## src/rtl/branch_predictor_bht.sv

```systemverilog
// Branch direction unit: 2-bit saturating counter table with RISC-V branch resolve.
// Define ARVI_BHT_STATS_EN to add saturating branch/mispredict statistics outputs.
module branch_predictor_bht #(
  parameter int         ENTRIES  = 64,
  parameter int         PC_WIDTH = 32,
  parameter logic [1:0] INIT_CNT = 2'b01
) (
  input  logic                i_clk,
  input  logic                i_rstn,
  input  logic                i_lookup_valid,
  input  logic [PC_WIDTH-1:0] i_lookup_pc,
  output logic                o_pred_valid,
  output logic                o_pred_taken,
  input  logic                i_res_valid,
  input  logic [PC_WIDTH-1:0] i_res_pc,
  input  logic [2:0]          i_res_f3,
  input  logic                i_res_Z,
  input  logic                i_res_Res,
  input  logic                i_res_pred_taken,
  output logic                o_res_valid,
  output logic                o_res_taken,
  output logic                o_mispredict,
  output logic                o_invalid_f3
`ifdef ARVI_BHT_STATS_EN
  ,
  output logic [31:0]         o_stat_branches,
  output logic [31:0]         o_stat_mispredicts
`endif
);

  localparam int IDX_W = $clog2(ENTRIES);

  typedef enum logic [2:0] {
    F3_BEQ  = 3'b000,
    F3_BNE  = 3'b001,
    F3_BLT  = 3'b100,
    F3_BGE  = 3'b101,
    F3_BLTU = 3'b110,
    F3_BGEU = 3'b111
  } branch_f3_e;

  logic [1:0]       cnt_q [ENTRIES];
  logic [IDX_W-1:0] lk_idx;
  logic [IDX_W-1:0] res_idx;
  logic             f3_legal;
  logic             actual_taken;
  logic             train_en;
  logic [1:0]       cnt_cur;
  logic [1:0]       cnt_upd;
  logic [1:0]       lk_cnt;

  logic pred_valid_q, pred_valid_d;
  logic pred_taken_q, pred_taken_d;
  logic res_valid_q, res_valid_d;
  logic res_taken_q, res_taken_d;
  logic mispredict_q, mispredict_d;
  logic invalid_f3_q, invalid_f3_d;

  // Only the index bits of either PC select a counter; the rest is untagged.
  logic unused_pc_bits;
  assign unused_pc_bits = ^{i_lookup_pc, i_res_pc};

  assign lk_idx  = i_lookup_pc[IDX_W+1:2];
  assign res_idx = i_res_pc[IDX_W+1:2];

  // NOTE: every signal gets a default at the top of always_comb so no path infers a latch.
  always_comb begin
    f3_legal     = 1'b1;
    actual_taken = 1'b0;
    case (branch_f3_e'(i_res_f3))
      F3_BEQ:           actual_taken = i_res_Z;
      F3_BNE:           actual_taken = ~i_res_Z;
      F3_BLT, F3_BLTU:  actual_taken = i_res_Res;
      F3_BGE, F3_BGEU:  actual_taken = ~i_res_Res;
      default:          f3_legal     = 1'b0;
    endcase
  end

  assign train_en = i_res_valid & f3_legal;
  assign cnt_cur  = cnt_q[res_idx];

  always_comb begin
    cnt_upd = cnt_cur;
    if (actual_taken && cnt_cur != 2'b11) begin
      cnt_upd = cnt_cur + 2'd1;
    end else if (!actual_taken && cnt_cur != 2'b00) begin
      cnt_upd = cnt_cur - 2'd1;
    end
  end

  // A same-cycle resolve to the looked-up index forwards its updated counter.
  assign lk_cnt = (train_en && (lk_idx == res_idx)) ? cnt_upd : cnt_q[lk_idx];

  always_comb begin
    pred_valid_d = i_lookup_valid;
    pred_taken_d = i_lookup_valid ? lk_cnt[1] : pred_taken_q;
    res_valid_d  = i_res_valid;
    res_taken_d  = train_en & actual_taken;
    mispredict_d = train_en & (actual_taken != i_res_pred_taken);
    invalid_f3_d = i_res_valid & ~f3_legal;
  end

  // NOTE: the table is built from flops, not a RAM macro, so it can and must be reset to INIT_CNT.
  always_ff @(posedge i_clk or negedge i_rstn) begin
    if (!i_rstn) begin
      for (int i = 0; i < ENTRIES; i++) begin
        cnt_q[i] <= INIT_CNT;
      end
    end else if (train_en) begin
      cnt_q[res_idx] <= cnt_upd;
    end
  end

  always_ff @(posedge i_clk or negedge i_rstn) begin
    if (!i_rstn) begin
      pred_valid_q <= 1'b0;
      pred_taken_q <= 1'b0;
      res_valid_q  <= 1'b0;
      res_taken_q  <= 1'b0;
      mispredict_q <= 1'b0;
      invalid_f3_q <= 1'b0;
    end else begin
      pred_valid_q <= pred_valid_d;
      pred_taken_q <= pred_taken_d;
      res_valid_q  <= res_valid_d;
      res_taken_q  <= res_taken_d;
      mispredict_q <= mispredict_d;
      invalid_f3_q <= invalid_f3_d;
    end
  end

  assign o_pred_valid = pred_valid_q;
  assign o_pred_taken = pred_taken_q;
  assign o_res_valid  = res_valid_q;
  assign o_res_taken  = res_taken_q;
  assign o_mispredict = mispredict_q;
  assign o_invalid_f3 = invalid_f3_q;

`ifdef ARVI_BHT_STATS_EN
  logic [31:0] stat_br_q, stat_br_d;
  logic [31:0] stat_mis_q, stat_mis_d;

  always_comb begin
    stat_br_d  = stat_br_q;
    stat_mis_d = stat_mis_q;
    if (train_en && stat_br_q != 32'hFFFF_FFFF) begin
      stat_br_d = stat_br_q + 32'd1;
    end
    if (mispredict_d && stat_mis_q != 32'hFFFF_FFFF) begin
      stat_mis_d = stat_mis_q + 32'd1;
    end
  end

  always_ff @(posedge i_clk or negedge i_rstn) begin
    if (!i_rstn) begin
      stat_br_q  <= 32'd0;
      stat_mis_q <= 32'd0;
    end else begin
      stat_br_q  <= stat_br_d;
      stat_mis_q <= stat_mis_d;
    end
  end

  assign o_stat_branches    = stat_br_q;
  assign o_stat_mispredicts = stat_mis_q;
`endif

endmodule

```

## config.mk

```make
export PLATFORM = sky130hd
export DESIGN_NAME = branch_predictor_bht
export DESIGN_NICKNAME = d
export VERILOG_FILES = /design/src/rtl/branch_predictor_bht.sv
export SDC_FILE = /design/constraint.sdc
export NUM_CORES = 1
export LEC_CHECK = 0
export ABC_AREA = 0
export BUFFER_PORTS_ARGS = -buffer_cell sky130_fd_sc_hd__buf_4
export CORE_UTILIZATION = 40
export DETAILED_ROUTE_END_ITERATION = 10
export SLEW_MARGIN = 10
export SYNTH_ARGS = -nofsm -noshare
export SYNTH_HDL_FRONTEND = slang
export SYNTH_SLANG_ARGS = --single-unit
```

## constraint.sdc

```tcl
create_clock -name i_clk -period 5.8 [get_ports i_clk]
set_input_delay 0.58 -clock i_clk [delete_from_list [all_inputs] [get_ports i_clk]]
set_output_delay 0.58 -clock i_clk [all_outputs]
set_load 0.02 [all_outputs]
```

==> key figures <==
Final layout
  • Final nets: about 730
  • Sequential Area: 3430 um^2
  • ANT cells: 0
  • Commonest cells after routing, fill and taps aside: 131 x nand2_1, 74 x mux2_2, 70 x dfrtp_1, 66 x o21ai_0, 64 x dfstp_2
  • Most common cell after layout, fill and taps aside: nand2_1
  • Filler instances: about 1,600
  • Multi-input gate area: 3560 um^2
  • Post-layout util: between 40% and 50%
  • Layout cells sized above 1: 37.3%
  • Syn-to-layout area delta: 14.4%
  • Design Area, Final: between 8000 and 9000 um^2

Global route
  • Congestion Overflow GR: 0
  • Vias in the first global route: 5,368
  • Largest net degree at the start of global routing: 82
  • First-pass GRT wire length: 30,800 um
  • Total GRT Usage: 22.7%
  • Antenna violations before repair: 1

Worst setup path
  • Arrival time worst endpoint: between 4000 and 5000 ps
  • Critical Path RT: around 6100 ps
  • Startpoint class of the critical path: input port
  • Crit path launch: i_res_pc[3]
  • Worst r2r src: cnt_q[40]
  • Critical path peak fanout: 64
  • Crit end category: flip-flop
  • Setup CP Type: in2reg

Clock network
  • Max Root-Sink Buffers: 2
  • Hold buffer count at CTS: 0
  • H-tree depth: 4
  • Root buf cell: clkbuf_16
  • Clock transition at path regs: 50 ps
  • Setup bufs post-CTS: 0
  • Sink Count: roughly 130
  • PostCTS Resize Cnt: 0
  • CTS tree: yes
  • Clk Latency, worst-skew pair: approximately 430 ps
  • TritonCTS Buffers: 17

Detailed routing
  • Routed WL: 19,300 um
  • Vias after detailed routing: 5,210
  • Antenna-violating nets left: 0
  • DR vias/cell: a little under 6
  • TritonRoute pass-1 iters: 5
  • Number of DRC markers in iteration 0: 441
  • # DRC: 0
  • WL/cell: 21.7 um

Floorplan
  • I/O pin cnt: 80
  • Die extent in y: 136 um
  • Starting Density: 41.4%
  • Row count: 48
  • Core footprint: 17,500 um^2
  • Full die area: ~19,000 um^2
  • Die width: between 100 and 150 um

Pwr
  • Leakage: 3.39 nW
  • Power Density: 368 nW/um^2
  • Worst vdd ir: a little over 0.3 mV
  • Total power: 3.04 mW

STA
  • Worst slew pin tran: 1180 ps
  • Final count of negative-setup-slack endpoints: 0
  • Setup WS post-layout: 1600 ps
  • Final Max Tran Viols: 0
  • Fin. Hold Viols: 0
  • Fmax: 238 MHz
  • Unrepaired setup endpoints after global routing: no
  • Final Skew: 13.6 ps
  • Fin crit share: between 70 and 80%
  • Setup TNS: 0 ps
  • Worst rel slew slack: 20.4%
  • Min Tclk post-route: about 4200 ps

Logic synthesis
  • Synth warnings: 0
  • Mapped Area: 7230 um^2
  • Post-synth top area share: about 24%
  • Synth Area per Inst: ~11 um^2
  • Synth cell types: 56
  • Fraction of registers with async set/reset: 100%
  • Commonest register cell after synthesis: dfrtp_1
  • Register bit total from synthesis: between 100 and 150
  • Area contributors post-synth: dfrtp_1 24%, dfstp_2 23%, mux2_2 12%
  • Synth area leader: dfrtp_1
  • Post-synthesis sequential area ratio: between 40% and 50%
  • Synthesized Nets: roughly 710
  • Post-synth EDFFs: 0
  • Post-Syn Instances: 635

Placement
  • IO buf count: 27
  • Pre-CTS setup slack: about 1200 ps
  • Area after DPL: 7610 um^2
  • Placed wire-length estimate: 12,600 um
  • RePlAce Congestion: around 0.88

Job
  • Maxcap violations: 0

Run status
  • Status: finished, final reports clean

Hold path
  • Worst min path class: in2reg
  • Hold Startpoint: i_lookup_valid
## sequential cells by signal, indices dropped and copies added, names as in the netlist
register      flops
o_mispredict      1
o_invalid_f3      1
o_res_taken       1
o_pred_taken      1
cnt_q           128
o_pred_valid      1
o_res_valid       1
## routing by layer
metal	track usage (%)	wire length [um]	up-vias
met5	0	0	-
met4	8.40	459	0
met3	6.86	1290	36
met2	35.1	8970	174
met1	30.0	8600	2646
li1	-	-	2354
## metrics by stage
step,instances,hold WS (ps)
floorplan,635,284
global placement,857,452
detailed placement,857,465
CTS,889,277
global route,889,278
finish,889,292
## critical path, stage by stage
cell and delay, ps:
buf_4 610, mux4_2 600, mux2_2 310, a222oi_1 290, and4_1 430, inv_1 80, ha_1 220, mux2i_1 330
xor2_4 590, buf_12 300, o21ai_0 140
## synthesized netlist by cell type (7+ instances only)
library cell / n
dfrtp_1: 70
nor3_1: 7
o21ai_0: 66
dfstp_2: 64
mux2i_1: 13
mux4_2: 37
a22oi_1: 9
xnor2_1: 7
nor2_1: 19
nand2_1: 131
nand2b_1: 9
mux2_2: 74
inv_1: 9
clkbuf_1: 20
buf_6: 10
## path summary, 6_finish.rpt
kind	endpoint	slack [ps]	depth (start not counted)
setup / recovery	cnt_q[96]	1600	11
hold / removal	o_pred_valid	290	1
setup reg to reg	cnt_q[96]	2130	10
hold reg to reg	cnt_q[22]	470	2
max in group asynchronous	cnt_q[91]	4150	2
min in group asynchronous	cnt_q[65]	330	1
## cells by family (layout without fill, tap and decap cells)
| group | Yosys count | count (layout) | synth area share [%] |
|---|---|---|---|
| compound gates | 112 | 112 | 9.71 |
| buf+inv | 51 | 80 | 3.86 |
| flops | 134 | 134 | 47.5 |
| xor+xnor | 10 | 10 | 1.21 |
| simple gates | 201 | 201 | 12.4 |
| mux | 125 | 125 | 25.0 |
| fa+ha+maj | 2 | 2 | 0.346 |
## report_power, final
part           internal (mW)  switching [mW]
sequential              1.15          0.0972
combinational          0.246           0.334
clock                  0.799           0.417
## area by class of cell
cell class	instances	share of cell area, %
multi-input combinational	450	43.0
sequential	134	41.5
clock buffer	21	5.69
timing repair buffer	38	3.60
tap	225	3.40
clock inverter	11	2.36
inverter	10	0.454
Power figures use the tool's default switching activity.
